<file path="src/rtl/ram_sdp_be.sv">
// Simple-dual-port RAM: byte-enabled writes, 1- or 2-cycle read latency, selectable read-during-write.
// Define RAM_SDP_BE_PARITY_EN to add per-byte even parity with error injection and a rd_perr report.
module ram_sdp_be #(
    parameter int DATA_WIDTH = 32,
    parameter int ADDR_WIDTH = 7,
    parameter int RD_LATENCY = 1,
    parameter int RDW_MODE   = 0
) (
    input  logic                      clk,
    input  logic                      rst_n,
    input  logic                      we,
    input  logic [ADDR_WIDTH-1:0]     waddr,
    input  logic [DATA_WIDTH-1:0]     wdata,
    input  logic [DATA_WIDTH/8-1:0]   wbe,
    input  logic                      re,
    input  logic [ADDR_WIDTH-1:0]     raddr,
    output logic [DATA_WIDTH-1:0]     rdata,
    output logic                      rvalid,
    input  logic                      perr_inject,
    output logic [DATA_WIDTH/8-1:0]   rd_perr
);

    localparam int NB    = DATA_WIDTH / 8;
    localparam int DEPTH = 2 ** ADDR_WIDTH;

    generate
        if (RD_LATENCY != 1 && RD_LATENCY != 2) begin : g_bad_latency
            $error("ram_sdp_be: RD_LATENCY must be 1 or 2");
        end
        if (DATA_WIDTH % 8 != 0) begin : g_bad_width
            $error("ram_sdp_be: DATA_WIDTH must be a multiple of 8");
        end
        if (RDW_MODE != 0 && RDW_MODE != 1) begin : g_bad_rdw
            $error("ram_sdp_be: RDW_MODE must be 0 or 1");
        end
    endgenerate

    logic [DATA_WIDTH-1:0] mem_data [DEPTH];
    logic [DATA_WIDTH-1:0] rd_old;
    logic [DATA_WIDTH-1:0] rd_word;
    logic [NB-1:0]         rd_err;
    logic                  rdw_hit;

    assign rdw_hit = we && (waddr == raddr);
    assign rd_old  = mem_data[raddr];

    always_ff @(posedge clk) begin
        if (rst_n && we) begin
            for (int i = 0; i < NB; i++) begin
                if (wbe[i]) begin
                    mem_data[waddr][8*i +: 8] <= wdata[8*i +: 8];
                end
            end
        end
    end

    // Asynchronous array read happens before this edge's write lands, so
    // rd_old is the pre-write word; the bypass merges the incoming bytes.
    always_comb begin
        rd_word = rd_old;
        if (RDW_MODE == 1 && rdw_hit) begin
            for (int i = 0; i < NB; i++) begin
                if (wbe[i]) begin
                    rd_word[8*i +: 8] = wdata[8*i +: 8];
                end
            end
        end
    end

`ifdef RAM_SDP_BE_PARITY_EN
    logic [NB-1:0] mem_par [DEPTH];
    logic [NB-1:0] wr_par;
    logic [NB-1:0] rd_par_old;
    logic [NB-1:0] rd_par;

    always_comb begin
        wr_par = '0;
        for (int i = 0; i < NB; i++) begin
            wr_par[i] = (^wdata[8*i +: 8]) ^ perr_inject;
        end
    end

    always_ff @(posedge clk) begin
        if (rst_n && we) begin
            for (int i = 0; i < NB; i++) begin
                if (wbe[i]) begin
                    mem_par[waddr][i] <= wr_par[i];
                end
            end
        end
    end

    assign rd_par_old = mem_par[raddr];

    // Bypassed bytes never saw storage, so they carry clean parity.
    always_comb begin
        rd_par = rd_par_old;
        if (RDW_MODE == 1 && rdw_hit) begin
            for (int i = 0; i < NB; i++) begin
                if (wbe[i]) begin
                    rd_par[i] = ^wdata[8*i +: 8];
                end
            end
        end
    end

    always_comb begin
        rd_err = '0;
        for (int i = 0; i < NB; i++) begin
            rd_err[i] = (^rd_word[8*i +: 8]) ^ rd_par[i];
        end
    end
`else
    logic unused_perr_inject;

    assign unused_perr_inject = perr_inject;
    assign rd_err             = '0;
`endif

    logic [DATA_WIDTH-1:0] s1_data;
    logic [NB-1:0]         s1_err;
    logic                  s1_valid;

    always_ff @(posedge clk) begin
        if (!rst_n) begin
            s1_valid <= 1'b0;
            s1_data  <= '0;
            s1_err   <= '0;
        end else begin
            s1_valid <= re;
            if (re) begin
                s1_data <= rd_word;
            end
            s1_err <= re ? rd_err : '0;
        end
    end

    generate
        if (RD_LATENCY == 2) begin : g_lat2
            always_ff @(posedge clk) begin
                if (!rst_n) begin
                    rvalid  <= 1'b0;
                    rdata   <= '0;
                    rd_perr <= '0;
                end else begin
                    rvalid <= s1_valid;
                    if (s1_valid) begin
                        rdata <= s1_data;
                    end
                    rd_perr <= s1_valid ? s1_err : '0;
                end
            end
        end else begin : g_lat1
            assign rvalid  = s1_valid;
            assign rdata   = s1_data;
            assign rd_perr = s1_err;
        end
    endgenerate

endmodule

</file>
<file path="config.mk">
export PLATFORM = sky130hd
export DESIGN_NAME = ram_sdp_be
export DESIGN_NICKNAME = d
export VERILOG_FILES = /design/src/rtl/ram_sdp_be.sv
export SDC_FILE = /design/constraint.sdc
export NUM_CORES = 2
export LEC_CHECK = 0
export CORE_MARGIN = 2
export CORE_UTILIZATION = 63
export DETAILED_ROUTE_END_ITERATION = 10
export GPL_TIMING_DRIVEN = 1
export PLACE_DENSITY = 0.79
export SKIP_LAST_GASP = 1
export SLEW_MARGIN = 20
export SYNTH_ARGS = -nofsm -noshare
export SYNTH_HDL_FRONTEND = slang
export SYNTH_SLANG_ARGS = --single-unit
</file>
<file path="constraint.sdc">
create_clock -name clk -period 3.2 [get_ports clk]
set_input_delay 0.64 -clock clk [delete_from_list [all_inputs] [get_ports clk]]
set_output_delay 0.64 -clock clk [all_outputs]
set_load 0.005 [all_outputs]
</file>
==> results.json <==
{
  "status": "finished, final reports clean",
  "path_clk_slew_ps": 70,
  "skew_ps": 61.3,
  "clock_latency_ps": 1030,
  "tritoncts": "done",
  "reg2reg_from": "mem_data[71][17]$_DFFE_PP_",
  "met1_usage_pct": 47.3,
  "path_cells": "clkdlybuf4s50_1",
  "use_met2_pct": 55.8,
  "cts_buffer_depth": 4,
  "synth_warnings": 0,
  "dp_hpwl_mm": 305,
  "grt_max_degree": 129,
  "busiest_layer": "met2",
  "yosys.cell_count.top_type": "edfxtp_1",
  "cp-end-kind": "output pin",
  "synthTopCellsByArea": "edfxtp_1 77%, mux4_2 12%, mux2i_1 3.1%, nor2_1 1.3%, a22oi_1 1.0%",
  "drcViolationCount": 0,
  "min_path_cells": 1,
  "power_density_nw_per_um2": 610,
  "io_buffers": 86,
  "layout.cells.non_filler": 12700,
  "place_ws_ps": -255,
  "start_util_pct": 63.5,
  "p_seq_share_pct": 52.4,
  "final_hold_viol_count": 0,
  "num_vias": 90500,
  "synthArstFlopShare_pct": 0,
  "internal_power_uw": 89500,
  "path_delay_family": "flip-flops",
  "nNetsFinal": 9017,
  "comb_power_share_pct": 5.7,
  "fp.dieH_um": 508,
  "rows": 184,
  "grt_pass1_vias": 90700,
  "synth_area_per_cell_um2": 20.7,
  "antenna_left": 0,
  "core_um2": 252000,
  "synth_area_um2": 160000,
  "period_needed_ps": 3030,
  "final-setup-viol-count": 0,
  "slew_headroom_pct": 23.6,
  "io_pins": 92,
  "setup_tns_ps": 0,
  "synth.distinct_cells": 52,
  "max_stage_delay_ps": 710,
  "cts_made_buffers": 403,
  "grt_use_met3_pct": 13.8,
  "post_cts_buffers": 0,
  "cpMaxStageDelayCell": "dfxtp_1",
  "antenna_found_initial": 35,
  "first_iter_violations": 16700,
  "groute.usage.overall_pct": 37.5,
  "die_w_um": 508,
  "ir_worst_vdd_uv": 569,
  "grt_pass1_wl_mm": 671,
  "overflow": 0,
  "p_sw_uw": 24600,
  "wl_mm": 481,
  "fin_ws_ps": 168,
  "fmax_ghz": 0.330,
  "first_pass_iters": 7,
  "syn_inst": 7720,
  "cts_root_buffer": "clkbuf_16",
  "synthTopCellsByCount": "4,096 x edfxtp_1, 863 x mux4_2, 564 x nor2_1, 488 x mux2i_1, 286 x nand2_1",
  "r2r_slack_ps": 580,
  "yosysSeqAreaShare_pct": 77.4,
  "post-route-period-util_pct": 94.8,
  "dpl.cell_count": 11900,
  "p_sw_share_pct": 21.5,
  "arrival_ps": 2390,
  "critPathBufInv": 1,
  "worstSetupPathDepth": 1,
  "areaGrowthSynthToFinish_pct": 17.0,
  "vias_per_cell": 7.15,
  "cts.htree.levels": 5,
  "synth_area_leader_cell": "edfxtp_1",
  "worst_pin_slew_ps": 1140,
  "cts.sinks": 4129,
  "critPathKind": "flip-flop to output pin",
  "r2r_cells": 7,
  "fin_hold_ws_ps": 54.1,
  "gp_congestion": 0.996,
  "start_kind": "flip-flop",
  "rsz0062_at_grt": "false",
  "hp-class": "input port to flip-flop",
  "ctsResizeCount": 0,
  "synth_edf_count": 4096,
  "die-area_um2": 258000,
  "power.leakage_uw": 0.0617,
  "final_max_slew_viol_count": 0,
  "drive_gt1_share_pct": 29.8,
  "synth.top_cell.area_share_pct": 76.9,
  "crit_start": "rdata[21]$_SDFFE_PN0P_",
  "synth-seq-cells": 4129,
  "wl_per_cell_um": 38.0,
  "cp.required_ps": 2560,
  "drv_cap": 0,
  "reg2reg_to": "rdata[17]$_SDFFE_PN0P_",
  "p_clk_share_pct": 41.9,
  "synth_top_flop_cell": "edfxtp_1",
  "critical_path.max_fanout": 3,
  "fin_util_pct": 74.2,
  "endpoint": "rdata[21]"
}
## metrics by stage
stage               power, µW  instance area (µm²)
floorplan               63500               160000
global placement        66800               174000
detailed placement      67000               174000
CTS                    114000               187000
global route           116000               187000
finish                 114000               187000
## state kept, by name, summed over array words and instances (netlist names)
| signal | cells |
|---|---|
| rvalid | 1 |
| mem_data | 4096 |
| rdata | 32 |
## cell type report
class	count	area (µm²)
multi-input cells	3127	34100
fillers	12800	64900
flip-flops and latches	4129	124000
diodes	24	60.1
inverters	3	13.8
well taps	3348	4190
repair buffers	1298	11900
clock inverters	236	2560
clock buffers	487	10500
## logic make-up (layout without fill, tap and decap cells)
family,Yosys count,count (layout),synth area share (%)
flip-flops,4129,4129,77.4
multiplexers,1401,1401,15.6
AND/OR/NAND/NOR,1038,1038,2.67
AO/OA/AOI/OAI,684,684,2.95
buffers and inverters,467,2024,1.45
other,1,28,0.00235
## timing repair
item / CTS / global route
endpoints found under the setup margin: 0 / 0
endpoints found under the hold margin: 20 / 0
hold buffers: 2 / 0
## metal layers
| metal | part of all wire [%] | vias up |
|---|---|---|
| li1 | - | 34500 |
| met1 | 31 | 45600 |
| met2 | 45 | 8592 |
| met3 | 16 | 1791 |
| met4 | 7.6 | 30 |
| met5 | 0.089 | - |
## cell usage in the layout (no fill, tap or decap), drive strengths merged, types with 16 or more instances in the layout
cell	instances
a211o	18
nor2	564
o211ai	16
a22oi	217
mux2	50
clkdlybuf4s50	48
nand3	75
clkinv	158
o221ai	25
dfxtp	33
nor3	20
a21oi	91
clkbuf	487
a221oi	22
diode	24
o22ai	122
bufinv	52
inv	16
nand2	286
nor2b	26
o21ai	56
buf	1248
mux4	863
mux2i	488
a31oi	25
edfxtp	4096
a211oi	47
## power groups by stage
stage               Combinational, µW  Sequential (µW)  Clock, µW
global route                     6560            59700      49700
detailed placement               6150            60900          0
CTS                              6280            59700      47800
finish                           6500            59700      47800
floorplan                        2810            60700          0
global placement                 5970            60900          0
## worst min path at each step
| stage | startpoint | endpoint | slack, ps |
|---|---|---|---|
| 2_1_floorplan | rdata[8]$_SDFFE_PN0P_ | rdata[8]$_SDFFE_PN0P_ | 460 |
| 3_3_place_gp | rdata[13]$_SDFFE_PN0P_ | rdata[13]$_SDFFE_PN0P_ | 500 |
| 3_5_place_dp | rdata[13]$_SDFFE_PN0P_ | rdata[13]$_SDFFE_PN0P_ | 500 |
| 4_1_cts | wdata[9] | mem_data[16][9]$_DFFE_PP_ | 0.8 |
| 5_1_grt | wdata[12] | mem_data[21][12]$_DFFE_PP_ | 30 |
| 6_report | wdata[12] | mem_data[21][12]$_DFFE_PP_ | 50 |
Power figures use the tool's default switching activity.
